[src/rtl/eq_spi_bank.sv]
// SPI slave (mode 0, oversampled in the clk domain) with a bank of per-band equalizer gain registers.
// Frames carry an 8-bit header {rw, addr[6:0]} followed by GAIN_W data bits, MSB first.
module eq_spi_bank #(
    parameter int NUM_CH = 8,
    parameter int GAIN_W = 16,
    parameter logic [GAIN_W-1:0] RESET_GAIN = GAIN_W'(16'h4000)
) (
    input  logic                     clk,
    input  logic                     reset_n,
    input  logic                     sck,
    input  logic                     sdi,
    input  logic                     ce,
    output logic                     sdo,
    output logic [NUM_CH*GAIN_W-1:0] gains,
    output logic                     wr_valid,
    output logic [6:0]               wr_addr,
    output logic                     frame_err,
    output logic                     done
);

    localparam int FRAME_W = 8 + GAIN_W;
    localparam int CNT_W   = $clog2(FRAME_W + 1);
    // The shift register must hold at least the 7 header bits below rw.
    localparam int SH_W    = (GAIN_W > 7) ? GAIN_W : 7;

    localparam logic [CNT_W-1:0] CNT_LAST_HDR  = CNT_W'(7);
    localparam logic [CNT_W-1:0] CNT_LAST_DATA = CNT_W'(FRAME_W - 1);
    localparam logic [CNT_W-1:0] CNT_FULL      = CNT_W'(FRAME_W);

    typedef enum logic [1:0] {
        IDLE,
        HEADER,
        DATA,
        DRAIN
    } state_t;

    logic [1:0] rst_sync_q, rst_sync_d;
    logic       rst_n;

    always_comb begin
        rst_sync_d = {rst_sync_q[0], 1'b1};
    end

    always_ff @(posedge clk or negedge reset_n) begin
        if (!reset_n) begin
            rst_sync_q <= '0;
        end else begin
            rst_sync_q <= rst_sync_d;
        end
    end

    assign rst_n = rst_sync_q[1];

    logic [2:0] sck_sync_q, sck_sync_d;
    logic [2:0] ce_sync_q, ce_sync_d;
    logic [1:0] sdi_sync_q, sdi_sync_d;

    always_comb begin
        sck_sync_d = {sck_sync_q[1:0], sck};
        ce_sync_d  = {ce_sync_q[1:0], ce};
        sdi_sync_d = {sdi_sync_q[0], sdi};
    end

    always_ff @(posedge clk or negedge rst_n) begin
        if (!rst_n) begin
            sck_sync_q <= '0;
            ce_sync_q  <= '0;
            sdi_sync_q <= '0;
        end else begin
            sck_sync_q <= sck_sync_d;
            ce_sync_q  <= ce_sync_d;
            sdi_sync_q <= sdi_sync_d;
        end
    end

    logic sck_rise, sck_fall, ce_rise, ce_fall, sdi_s;

    assign sck_rise = sck_sync_q[1] & ~sck_sync_q[2];
    assign sck_fall = ~sck_sync_q[1] & sck_sync_q[2];
    assign ce_rise  = ce_sync_q[1] & ~ce_sync_q[2];
    assign ce_fall  = ~ce_sync_q[1] & ce_sync_q[2];
    assign sdi_s    = sdi_sync_q[1];

    state_t              state_q, state_d;
    logic [CNT_W-1:0]    cnt_q, cnt_d;
    logic [SH_W-1:0]     shift_q, shift_d;
    logic                rw_q, rw_d;
    logic [6:0]          addr_q, addr_d;
    logic                overrun_q, overrun_d;
    logic [GAIN_W-1:0]   sdo_shift_q, sdo_shift_d;
    logic [GAIN_W-1:0]   gains_q [NUM_CH];
    logic [GAIN_W-1:0]   gains_d [NUM_CH];
    logic                wr_valid_q, wr_valid_d;
    logic                frame_err_q, frame_err_d;
    logic [6:0]          wr_addr_q, wr_addr_d;

    logic [6:0]          hdr_addr;
    logic [GAIN_W-1:0]   rd_word;
    logic                addr_ok;
    logic                frame_ok;

    assign hdr_addr = {shift_q[5:0], sdi_s};
    assign addr_ok  = int'(addr_q) < NUM_CH;
    assign frame_ok = (cnt_q == CNT_FULL) && !overrun_q && addr_ok;

    // Out-of-range reads return zero rather than aliasing onto a real channel.
    always_comb begin
        rd_word = '0;
        for (int k = 0; k < NUM_CH; k++) begin
            if (hdr_addr == 7'(k)) begin
                rd_word = gains_q[k];
            end
        end
    end

    always_comb begin
        state_d     = state_q;
        cnt_d       = cnt_q;
        shift_d     = shift_q;
        rw_d        = rw_q;
        addr_d      = addr_q;
        overrun_d   = overrun_q;
        sdo_shift_d = sdo_shift_q;
        gains_d     = gains_q;
        wr_valid_d  = 1'b0;
        frame_err_d = 1'b0;
        wr_addr_d   = wr_addr_q;

        if (ce_fall) begin
            state_d = IDLE;
            if (state_q != IDLE) begin
                if (!frame_ok) begin
                    frame_err_d = 1'b1;
                end else if (!rw_q) begin
                    for (int k = 0; k < NUM_CH; k++) begin
                        if (addr_q == 7'(k)) begin
                            gains_d[k] = shift_q[GAIN_W-1:0];
                        end
                    end
                    wr_valid_d = 1'b1;
                    wr_addr_d  = addr_q;
                end
            end
        end else begin
            case (state_q)
                IDLE: begin
                    if (ce_rise) begin
                        state_d   = HEADER;
                        cnt_d     = '0;
                        shift_d   = '0;
                        overrun_d = 1'b0;
                    end
                end
                HEADER: begin
                    if (sck_rise) begin
                        shift_d = {shift_q[SH_W-2:0], sdi_s};
                        cnt_d   = cnt_q + 1'b1;
                        if (cnt_q == CNT_LAST_HDR) begin
                            rw_d        = shift_q[6];
                            addr_d      = hdr_addr;
                            sdo_shift_d = shift_q[6] ? rd_word : '0;
                            state_d     = DATA;
                        end
                    end
                end
                DATA: begin
                    if (sck_rise) begin
                        shift_d = {shift_q[SH_W-2:0], sdi_s};
                        cnt_d   = cnt_q + 1'b1;
                        if (cnt_q == CNT_LAST_DATA) begin
                            state_d = DRAIN;
                        end
                    end else if (sck_fall && rw_q) begin
                        sdo_shift_d = {sdo_shift_q[GAIN_W-2:0], 1'b0};
                    end
                end
                DRAIN: begin
                    if (sck_rise) begin
                        overrun_d = 1'b1;
                    end
                end
                default: begin
                    state_d = IDLE;
                end
            endcase
        end
    end

    always_ff @(posedge clk or negedge rst_n) begin
        if (!rst_n) begin
            state_q     <= IDLE;
            cnt_q       <= '0;
            shift_q     <= '0;
            rw_q        <= 1'b0;
            addr_q      <= '0;
            overrun_q   <= 1'b0;
            sdo_shift_q <= '0;
            for (int k = 0; k < NUM_CH; k++) begin
                gains_q[k] <= RESET_GAIN;
            end
            wr_valid_q  <= 1'b0;
            frame_err_q <= 1'b0;
            wr_addr_q   <= '0;
        end else begin
            state_q     <= state_d;
            cnt_q       <= cnt_d;
            shift_q     <= shift_d;
            rw_q        <= rw_d;
            addr_q      <= addr_d;
            overrun_q   <= overrun_d;
            sdo_shift_q <= sdo_shift_d;
            gains_q     <= gains_d;
            wr_valid_q  <= wr_valid_d;
            frame_err_q <= frame_err_d;
            wr_addr_q   <= wr_addr_d;
        end
    end

    genvar g;
    generate
        for (g = 0; g < NUM_CH; g++) begin : g_gain_out
            assign gains[g*GAIN_W +: GAIN_W] = gains_q[g];
        end
    endgenerate

    assign sdo       = (state_q == DATA) && rw_q && sdo_shift_q[GAIN_W-1];
    assign wr_valid  = wr_valid_q;
    assign frame_err = frame_err_q;
    assign wr_addr   = wr_addr_q;
    assign done      = ~ce_sync_q[1];

endmodule

[config.mk]
export PLATFORM = sky130hd
export DESIGN_NAME = eq_spi_bank
export DESIGN_NICKNAME = d
export VERILOG_FILES = /design/src/rtl/eq_spi_bank.sv
export SDC_FILE = /design/constraint.sdc
export NUM_CORES = 1
export LEC_CHECK = 0
export CAP_MARGIN = 25
export CELL_PAD_IN_SITES_DETAIL_PLACEMENT = 1
export CELL_PAD_IN_SITES_GLOBAL_PLACEMENT = 2
export CORE_MARGIN = 2
export CORE_UTILIZATION = 35
export CTS_CLUSTER_SIZE = 14
export DETAILED_ROUTE_END_ITERATION = 8
export GPL_TIMING_DRIVEN = 0
export PLACE_DENSITY = 0.79
export SLEW_MARGIN = 10
export SYNTH_ARGS = -nofsm -noshare
export SYNTH_HDL_FRONTEND = slang
export SYNTH_SLANG_ARGS = --single-unit
[constraint.sdc]
create_clock -name clk -period 6.45 [get_ports clk]
set_input_delay 0.9675 -clock clk [delete_from_list [all_inputs] [get_ports clk]]
set_output_delay 0.9675 -clock clk [all_outputs]
set_load 0.01 [all_outputs]
==> results.py, run 1 <==
metrics = {
    "routing": {
        "initialDrtViolationCount": 282,
        "route.detailed.drc": 0,
        "via_to_cell_ratio": 5.06,
        "drt.antenna.violating_nets": 0,
        "firstDrtPassIters": 4,
        "drt-wirelength-per-cell_um": 21.6,
        "routed-via-count": 5948,
        "totalWireLength_mm": 25.4,
    },
    "synth": {
        "ys_seq_elements": 195,
        "synth_sequential_area_ratio_pct": 55.4,
        "post_synth_edffs": 0,
        "synthDistinctLibCells": 54,
        "avgSynthCellArea_um2": 13.2,
        "synth.top_cells.by_count": "187 x dfrtp_1, 160 x mux2_2, 32 x o22ai_1",
        "yosysWarningCount": 0,
        "synth_top_area_share_pct": 53.0,
        "synthesis.instances": 667,
        "yosysMostFrequentCell": "dfrtp_1",
        "synth_async_sr_flop_share_pct": 100,
        "post_synth_main_area_contributors": "dfrtp_1 53%, mux2_2 20%, dfstp_2 2.4%",
        "netlist_area_um2": 8820,
        "synth.largest_area_cell": "dfrtp_1",
        "synthesis.nets": 681,
        "prevailing_post_synth_register_cell": "dfrtp_1",
    },
    "clocking": {
        "clock_tree.root_cell": "clkbuf_16",
        "ctsResizeCount": 0,
        "clock_latency_ns": 0.44,
        "cts.htree.levels": 4,
        "cts_sinks": 195,
        "clk_pin_slew_worst_paths_ns": 0.08,
        "cts_inserted_buffers": 17,
        "cts_hold_buffers": 0,
        "cts_tree": "done",
        "clock_tree.buffer_depth": 2,
        "cts.repair_timing.setup_buffer_count": 0,
    },
    "worst_setup_path": {
        "reg2reg_to": "gains[118]",
        "timing.critical_path.buf_inv": 4,
        "worst-r2r-cell-count": 8,
        "r2r_start": "state_q[0]",
        "path_depth": 6,
        "timing.critical_path.arrival_ns": 2.80,
        "worstSetupStartpoint": "state_q[0]",
        "critical_path.most_common_cell": "clkbuf_1",
        "start_kind": "register",
        "regToRegSetupSlack_ns": 3.12,
        "cpPeakStageDelay_ns": 0.53,
        "crit_family": "buffers and inverters",
        "worst-endpoint-required_ns": 5.48,
        "worst_path_cell_chain": "inv_1, ha_1, clkbuf_1, clkbuf_1, and3_1, clkdlybuf4s50_1",
        "worstSetupEndpoint": "sdo",
        "critPathMaxFanout": 10,
        "endpoint_kind": "output port",
        "path_class": "reg2out",
        "critPathSlowestCell": "clkdlybuf4s50_1",
    },
    "sta": {
        "setup_viol": 0,
        "report.final.hold_viol_count": 0,
        "peak_freq_ghz": 0.265,
        "slew_headroom_pct": 47.3,
        "finalCriticalPeriod_ns": 3.77,
        "fin_worst_skew_ns": 0.0157,
        "max_slew.worst_pin.slew_ns": 0.791,
        "tns_ns": 0,
        "final_min_period_over_clock_period_pct": 58.4,
        "grt_setup_unrepaired": "no",
        "setup_slack_ns": 2.68,
        "timing_max_transition_violations_final": 0,
    },
    "die": {
        "initial_core_util_pct": 35.3,
        "std_cell_rows": 58,
        "die_h_um": 163,
        "num_io_pins": 144,
        "die-area_um2": 26500,
        "core_area_um2": 25000,
        "fp.dieW_um": 163,
    },
    "global_route": {
        "largest_net_degree_at_the_start_of_global_routing": 53,
        "grt_pass1_wl_mm": 39.4,
        "gr_util_all_layers_pct": 19.9,
        "grt_pass1_vias": 6480,
        "antenna_found_initial": 0,
        "grt-ovfl-total": 0,
    },
    "place": {
        "port-buffer-count": 143,
        "dp_hpwl_mm": 19.3,
        "place.gp.congestion": 0.807,
        "placement.setup.worst_slack_ns": 3.14,
    },
    "flow_run": {
        "timing.max_cap.violations": 0,
    },
    "layout": {
        "num_antenna_cells": 0,
        "finish.net_count": 847,
        "drive_gt1_share_pct": 27.3,
        "areaGrowthSynthToFinish_pct": 28.6,
    },
    "min_path": {
        "holdCritPathClass": "reg2async",
    },
    "status": {
        "status": "finished, final reports clean",
    },
    "pwr": {
        "power_density_nw_per_um2": 247,
        "vdd.ir_drop.worst_mv": 0.188,
        "cellLeakagePower_nw": 5.28,
    },
}
placed cells by master (no fill, tap or decap), drive strengths merged, types with 9 or more instances in the layout:
| master | netlist | layout |
|---|---|---|
| dfrtp | 187 | 187 |
| and2 | 19 | 19 |
| o22ai | 32 | 32 |
| inv | 12 | 19 |
| mux2i | 19 | 19 |
| o31ai | 15 | 15 |
| clkbuf | 29 | 48 |
| clkdlybuf4s50 | 0 | 143 |
| buf | 27 | 31 |
| ha | 9 | 9 |
| o21ai | 18 | 18 |
| o22a | 16 | 16 |
| a22o | 17 | 17 |
| mux2 | 170 | 170 |
| nor2 | 26 | 26 |
final cells by class:
class | count | area (um^2)
Buffer | 56 | 267
Clock buffer | 19 | 433
Clock inverter | 13 | 144
Fill cell | 2599 | 13600
Inverter | 12 | 45.0
Multi-Input combinational cell | 404 | 3620
Sequential cell | 195 | 4890
Tap cell | 330 | 413
Timing Repair Buffer | 147 | 1530
metal layers:
| layer | GRT usage [%] | part of all wire, % | vias to the layer above | wire length, um |
|---|---|---|---|---|
| met5 | 0 | 0 | - | 0 |
| met4 | 4.26 | 1.3 | 0 | 320 |
| met3 | 3.79 | 3.1 | 25 | 774 |
| met2 | 33.0 | 49 | 95 | 12400 |
| met1 | 27.2 | 47 | 3075 | 11900 |
| li1 | - | - | 2753 | - |
registers in the layout, indices dropped and copies added (netlist names), 2 cells and up:
signal / count
sdi_sync_q: 2
cnt_q: 5
sdo_shift_q: 16
state_q: 2
wr_addr: 7
ce_sync_q: 3
addr_q: 7
shift_q: 16
gains: 128
sck_sync_q: 3
rst_sync_q: 2
worst min-delay path by stage:
| stage | from | slack, ns | endpoint |
|---|---|---|---|
| 6_report | rst_sync_q[1] | 0.25 | sck_sync_q[0] |
| 5_1_grt | rst_sync_q[1] | 0.28 | sck_sync_q[0] |
| 4_1_cts | rst_sync_q[1] | 0.27 | sck_sync_q[0] |
| 3_5_place_dp | rst_sync_q[1] | 0.26 | sck_sync_q[0] |
| 3_3_place_gp | ce_sync_q[0] | 0.33 | ce_sync_q[1] |
| 2_1_floorplan | ce_sync_q[0] | 0.33 | ce_sync_q[1] |
power breakdown:
part           switching [mW]  internal, mW
Combinational           0.304         0.168
Sequential             0.0306          1.25
Clock                   0.494         0.549
Total                   0.829          1.97
through the flow:
stage / utilization (%) / total power [mW] / instance area [um^2] / std cells / hold slack, ns
floorplan: - / 1.63 / 8820 / 667 / 0.331
global placement: 42.7 / 1.76 / 10700 / 1140 / 0.333
detailed placement: 43.1 / 1.78 / 10800 / 1144 / 0.260
CTS: 45.4 / 2.83 / 11300 / 1176 / 0.267
global route: 45.4 / 2.93 / 11300 / 1176 / 0.285
finish: 45.4 / 2.80 / 11300 / 1176 / 0.248
cell families after synthesis:
| kind of cell | count (synthesis) | synth area share, % |
|---|---|---|
| DFF | 195 | 55.4 |
| muxes | 189 | 24.3 |
| AOI/OAI and AO/OA | 110 | 8.83 |
| and+or+nand+nor | 94 | 6.52 |
| buffers and inverters | 68 | 3.53 |
| adders and majority gates | 9 | 1.28 |
| other | 1 | 0.0425 |
| xor gates and xnor gates | 1 | 0.0993 |
Power figures use the tool's default switching activity.
==> run 2: changes to the inputs <==
==> constraint.sdc (replaced) <==
create_clock -name clk -period 3.81 [get_ports clk]
set_input_delay 0.5715 -clock clk [delete_from_list [all_inputs] [get_ports clk]]
set_output_delay 0.5715 -clock clk [all_outputs]
set_load 0.01 [all_outputs]
==> run 2 against run 1 <==
Compared with the run above: wire length about the same; non-clock buffer count decreased by 1; first-iteration DRC count shrank 9.9%; critical path depth is the same; power up 70%; die area stayed put; utilization about the same; cell count about the same; largest power group unchanged.
==> results.py, run 2 (synthesis gave the netlist of run 1 again) <==
metrics = {
    "clocking": {
        "cts_hold_buffers": 0,
        "ctsResizeCount": 0,
        "clk_pin_slew_worst_paths_ns": 0.07,
        "clock_latency_ns": 0.43,
        "clock_tree.buffer_depth": 2,
        "cts.htree.levels": 4,
        "cts.repair_timing.setup_buffer_count": 0,
        "cts_inserted_buffers": 17,
        "cts_tree": "done",
        "clock_tree.root_cell": "clkbuf_16",
        "cts_sinks": 195,
    },
    "global_route": {
        "grt_pass1_wl_mm": 39.5,
        "grt-ovfl-total": 0,
        "largest_net_degree_at_the_start_of_global_routing": 58,
        "grt_pass1_vias": 6391,
        "antenna_found_initial": 0,
        "gr_util_all_layers_pct": 19.8,
    },
    "sta": {
        "setup_viol": 0,
        "report.final.hold_viol_count": 0,
        "setup_slack_ns": 0.535,
        "finalCriticalPeriod_ns": 3.27,
        "timing_max_transition_violations_final": 0,
        "fin_worst_skew_ns": 0.0118,
        "worst_hold_slack_ns": 0.259,
        "peak_freq_ghz": 0.305,
        "final_min_period_over_clock_period_pct": 86.0,
        "grt_setup_unrepaired": "no",
        "tns_ns": 0,
        "max_slew.worst_pin.slew_ns": 0.788,
        "slew_headroom_pct": 47.4,
    },
    "status": {
        "status": "finished, final reports clean",
    },
    "routing": {
        "routedLengthMet1_mm": 11.8,
        "totalWireLength_mm": 25.3,
        "routed-via-count": 5996,
        "initialDrtViolationCount": 254,
        "met3_wirelength_um": 945,
        "met2_length_mm": 12.3,
        "drt-wirelength-per-cell_um": 21.6,
        "route.detailed.drc": 0,
        "via_to_cell_ratio": 5.10,
        "drt.antenna.violating_nets": 0,
        "topRoutingLayerUsed": "met4",
        "firstDrtPassIters": 4,
    },
    "flow_run": {
        "timing.max_cap.violations": 0,
    },
    "layout": {
        "finish.net_count": 846,
        "final_core_util_pct": 45.4,
        "fill_cells": 2614,
        "largest_register_ff_count": 128,
        "multiInputGateArea_um2": 3620,
        "layout.cells.most_common_list": "186 x dfrtp_1, 160 x mux2_2, 143 x clkdlybuf4s50_1",
        "areaGrowthSynthToFinish_pct": 28.5,
        "regArea_um2": 4890,
        "num_antenna_cells": 0,
        "drive_gt1_share_pct": 27.3,
        "layout.cells.most_common": "dfrtp_1",
    },
    "worst_setup_path": {
        "timing.critical_path.arrival_ns": 2.70,
        "worst-endpoint-required_ns": 3.24,
        "path_class": "reg2out",
        "critPathMaxFanout": 10,
        "reg2reg_to": "gains[125]",
        "r2r_start": "state_q[0]",
        "worst-r2r-cell-count": 8,
        "regToRegSetupSlack_ns": 0.59,
        "start_kind": "register",
        "endpoint_kind": "output port",
    },
    "die": {
        "core_area_um2": 25000,
        "die-area_um2": 26500,
        "die_h_um": 163,
        "initial_core_util_pct": 35.3,
        "std_cell_rows": 58,
        "num_io_pins": 144,
        "fp.dieW_um": 163,
    },
    "place": {
        "port-buffer-count": 143,
        "placement.setup.worst_slack_ns": 0.656,
        "place.gp.congestion": 0.809,
        "dp_hpwl_mm": 19.4,
    },
    "pwr": {
        "power_density_nw_per_um2": 419,
        "vdd.ir_drop.worst_mv": 0.306,
        "totalPowerFinal_mw": 4.75,
        "cellLeakagePower_nw": 5.27,
    },
    "min_path": {
        "holdCritPathClass": "reg2async",
    },
}
run 2: how the worst max path moves through the flow:
| stage | startpoint | to | slack [ns] | cells past startpoint |
|---|---|---|---|---|
| 2_1_floorplan | rst_sync_q[1] | addr_q[0] | 0.60 | 0 |
| 3_5_place_dp | state_q[0] | gains[125] | 0.66 | 8 |
| 6_report | state_q[0] | sdo | 0.54 | 6 |
| 4_1_cts | state_q[0] | sdo | 0.45 | 6 |
| 5_1_grt | state_q[0] | gains[118] | 0.31 | 8 |
| 3_3_place_gp | rst_sync_q[1] | sdo_shift_q[11] | -0.68 | 0 |
run 2: layout make-up:
cell class / instances / area share, %
clock inverter: 13 / 1.21
timing repair buffer: 146 / 13.4
sequential: 195 / 43.2
buffer: 56 / 2.35
tap: 330 / 3.64
multi-input combinational: 404 / 32.0
clock buffer: 19 / 3.91
inverter: 12 / 0.397
run 2: metrics by stage:
stage / std cells / instance area (um^2)
final: 1175 / 11300
after global routing: 1175 / 11300
after floorplan: 667 / 8820
after CTS: 1175 / 11300
after global placement: 1140 / 10700
after detailed placement: 1143 / 10800
run 2: power by group:
part	switching [mW]	internal (mW)
registers	0.0529	2.12
clock network	0.832	0.942
logic	0.516	0.284
run 2: metal layers:
metal	track usage, %	vias to the layer above
li1	-	2752
met1	27.4	3122
met2	32.4	102
met3	3.49	20
met4	4.63	0
met5	0	-
run 2: worst max-delay path, stage by stage, from the launching register on:
cell and delay [ns]:
dfrtp_1 0.44, inv_1 0.13, ha_1 0.20, clkbuf_1 0.44
clkbuf_1 0.32, and3_1 0.20, clkdlybuf4s50_1 0.53
==> patch 1, RTL diff (flow settings as in run 1) <==
Compare `cnt_q` against `CNT_LAST_DATA` with >= in place of ==.
--- a/src/rtl/eq_spi_bank.sv
+++ b/src/rtl/eq_spi_bank.sv
@@ -168,5 +168,5 @@
                         shift_d = {shift_q[SH_W-2:0], sdi_s};
                         cnt_d   = cnt_q + 1'b1;
-                        if (cnt_q == CNT_LAST_DATA) begin
+                        if (cnt_q >= CNT_LAST_DATA) begin
                             state_d = DRAIN;
                         end
Check against the original RTL: no difference found for any inputs over 4 cycles, from zero or initial values and one cycle with reset_n low; that may be too few to reach the edited logic, so the function may still have changed.
==> patch 1 against run 1 <==
  * Combinational power up 13%
  * Hold slack better by 0.10 ns
  * Final area is 1.0% higher
  * Setup slack worse by 0.053 ns
  * Largest power group unchanged
  * Critical path depth is the same
  * Total power up 5.5%
  * Routed wire length up 8.5%
  * Synthesized area up 1.2%
  * Sequential cell count stayed put
==> patch 1: results (changes against run 1) <==
Worst setup path
  • Slowest Stage Delay on Critical Path: 0.55 ns (+0.02 ns)
  • Critical path arrival: 2.86 ns (+0.06 ns)
  • RR Endpoint: gains[95]
  • Family with the most delay on the worst path: buffers and inverters
  • Reg2Reg Setup Slack: 3.49 ns (+0.37 ns)

Power and ir drop
  • Comb pwr: 535 uW (+13%)
  • Seq group: 1.35 mW (+5%)
  • Combinational Power Share: 18.1% (+1.2 points)
  • Maximum vdd drop: 152 uV (-19%)
  • Leakage: 5.12 nW (-3.1%)
  • Internal Power: 2.04 mW (+3.3%)

Cells and area
  • Share of layout cells above drive strength 1: 27.5% (+0.20 points)
  • Layout clock area frac: 5.18% (+0.090 points)
  • Multi-input gate area: 3720 um^2 (+2.8%)
  • Multi-input gates: 386 (-4.5%)
  • Non-CTS buffers: 207 (+2.0%)
  • NonClk Buf Share: 15.7% (-0.073 points)
  • Nets: 830 (-2.0%)
  • Filler cells: 2600 (+0.038%)
  • Non-Filler Instances: 1159 (-1.4%)
  • Number of non-clock inverters: 9 (-3)
  • Clock buffer count: 18 (-1)

Routing
  • Vias: 6214 (+4.5%)
  • WL final: 27.5 mm (+8.5%)
  • DRT iter0 DRCs: 297 (+5.3%)

GRT
  • Number of global-route vias before repair: 6886 (+6.3%)
  • First-pass GRT wire length: 43.1 mm (+9.4%)
  • Total global-route track usage: 21.3% (+1.4 points)

Placed design
  • PortBufs: 143 (unchanged)
  • HPWL Detailed: 19.9 mm (+3.2%)
  • Placed Cells: 1127 (-1.5%)
  • Final Wtd Congestion: 0.814 (+0.84%)

Yosys
  • Unique masters post-synth: 56 (+3.7%)
  • Seq/Total Area, Yosys: 54.8% (-0.65 points)
  • Mapped Avg Cell Area: 13.7 um^2 (+3.8%)
  • Synth top cells by count: 187 x dfrtp_1, 133 x mux2_2, 31 x clkbuf_1, 31 x mux2i_1
  • Dominant cells by area after synthesis: dfrtp_1 52%, mux2_2 17%, mux2i_1 3.5%
  • Syn_nets: 664 (-2.5%)

Status
  • Run status: completed

STA
  • Setup Skew: 0.0202 ns (+0.00449 ns)
  • Actual slew at the worst max-slew pin: 0.837 ns (+0.0463 ns)
==> patch 1: cells by family after synthesis <==
kind of cell / Yosys count / share of synthesized area, %
compound gates: 113 / 11.1
buf+inv: 69 / 3.53
simple gates: 74 / 5.45
other cells: 1 / 0.0420
mux: 189 / 23.8
flops: 195 / 54.8
fa+ha+maj: 9 / 1.26
==> patch 1: per-stage QoR <==
stage | area, um^2 | worst slack (ns) | TNS, ns | hold WS, ns
6_report | 11500 | 2.63 | 0 | 0.352
3_3_place_gp | 10800 | -1.37 | -250.15 | 0.337
3_5_place_dp | 10900 | 3.07 | 0 | 0.336
2_1_floorplan | 8930 | 0.628 | 0 | 0.331
4_1_cts | 11500 | 2.57 | 0 | 0.355
5_1_grt | 11500 | 2.41 | 0 | 0.369
==> patch 1: routing by layer <==
metal  global-route usage [%]  vias up  wire [um]
met2                     34.9      167      13300
met4                     4.59        0        355
met5                        0        -          0
li1                         -     2750          -
met1                     30.1     3272      12500
met3                     3.31       25       1340
==> patch 2, RTL diff (settings of run 1) <==
Without the edit above. The parameter `NUM_CH` goes from 8 to 32.
--- a/src/rtl/eq_spi_bank.sv
+++ b/src/rtl/eq_spi_bank.sv
@@ -2,5 +2,5 @@
 // Frames carry an 8-bit header {rw, addr[6:0]} followed by GAIN_W data bits, MSB first.
 module eq_spi_bank #(
-    parameter int NUM_CH = 8,
+    parameter int NUM_CH = 32,
     parameter int GAIN_W = 16,
     parameter logic [GAIN_W-1:0] RESET_GAIN = GAIN_W'(16'h4000)
Ports: changed (resized gains); port bits go from 144 to 528. No check against the original RTL was run, so the function may have changed too.
==> patch 2 against run 1 <==
  * Setup slack got worse by 1.5 ns
  * Synthesized area rose to 3.1 times the old value
  * First-iteration DRC count rose to 11 times the old value
  * Global-route usage rose by 20 points
  * Routed wire length rose to 6.5 times the old value
  * Final area rose to 3.3 times the old value
  * Hold slack improved by 0.10 ns
  * Total power rose to 3.6 times the old value
  * Count of clock-buffer cells in the layout rose by 74
  * Sequential cell count rose by 384
  * Critical path type is now register to register
  * Highest routed layer is now met5
==> patch 2: results (changes against run 1) <==
Routing
  • Top sig layer: met5
  • Vias: 25444 (+330%)
  • WL final: 164 mm (+550%)
  • WL met1: 62.6 mm (+430%)

Placed design
  • Pre-CTS WS: 1.65 ns (-1.49 ns)
  • Final Wtd Congestion: 0.978 (+21%)
  • Placed Cells: 3898 (+240%)
  • PortBufs: 527 (+270%)

Power and ir drop
  • Clk. pwr: 4.12 mW (+300%)

Yosys
  • Dominant cells by area after synthesis: dfrtp_1 49%, mux2_2 21%, dfstp_2 3.0%
  • Synth top cells by count: 547 x dfrtp_1, 517 x mux2_2, 145 x nand2_1
  • Syn_nets: 2303 (+240%)

Cells and area
  • Nets: 2935 (+250%)
  • Filler cells: 8245 (+220%)
  • Max reg flops: 512 (+300%)
  • Non-Filler Instances: 4033 (+240%)

GRT
  • Initial antenna violation count: 24 (+24)
  • Number of global-route vias before repair: 26029 (+300%)
  • GRT met1 Usage: 49.7% (+23 points)
  • Largest net degree at the start of global routing: 65 (+23%)
  • Met3 usage: 12.3% (+8.5 points)

Worst setup path
  • Reg2Reg Setup Slack: 1.18 ns (-1.94 ns)
  • Critical path arrival: 5.70 ns (+2.90 ns)

Clock network
  • CTS buffer count: 68 (+51)
  • Clock Tree Buf Depth: 3 (+1)
  • CTS H-Tree Depth: 3 (-1)

Worst hold path
  • HP Class: register to register

Status
  • Run status: completed

STA
  • Max Freq: 0.190 GHz (-28%)
  • Hold Slack: 0.350 ns (+0.102 ns)
[patch 2: changes by cell type after synthesis, sizes merged, moves of 63 or more]
cell and delta:
nor2 +72, o21ai +86, dfrtp +360, nand2 +144, nand3 +67, a21oi +104
mux2 +362, buf +63, clkbuf +80
[patch 2: worst max-delay path, stage by stage, from the launching register on]
cell       delay (ns)
dfrtp_1          0.33
clkbuf_1         0.27
buf_4            0.38
buf_2            0.56
buf_2            0.58
buf_2            0.71
buf_2            0.66
o211ai_1         0.20
a2111oi_1        1.09
o21ai_0          0.23
[patch 2: cell type report]
| type | instances | area, um^2 | area share, % |
|---|---|---|---|
| tap | 1050 | 1310 | 3.53 |
| clock buffer | 93 | 1940 | 5.21 |
| sequential | 579 | 14500 | 39.1 |
| multi-input combinational | 1492 | 12200 | 32.8 |
| inverter | 19 | 72.6 | 0.195 |
| antenna | 11 | 27.5 | 0.0741 |
| clock inverter | 28 | 370 | 0.996 |
| buffer | 199 | 898 | 2.42 |
| timing repair buffer | 562 | 5820 | 15.7 |
[patch 2: worst max path at each step]
stage / to / start / cells after the start
2_1_floorplan: addr_q[0] / rst_sync_q[1] / 0
3_3_place_gp: gains[15] / rst_sync_q[1] / 0
3_5_place_dp: sdo_shift_q[2] / sdi_sync_q[1] / 9
4_1_cts: sdo_shift_q[2] / sdi_sync_q[1] / 9
5_1_grt: sdo_shift_q[2] / sdi_sync_q[1] / 9
6_report: sdo_shift_q[2] / sdi_sync_q[1] / 9
[patch 2: logic make-up after synthesis]
group / synth area share [%]
multiplexers: 24.8
AO/OA/AOI/OAI: 9.80
buffers and inverters: 3.48
XOR/XNOR: 0.0950
other: 0.0136
adder cells (fa/ha/maj): 0.407
flip-flops: 52.5
AND/OR/NAND/NOR: 8.90
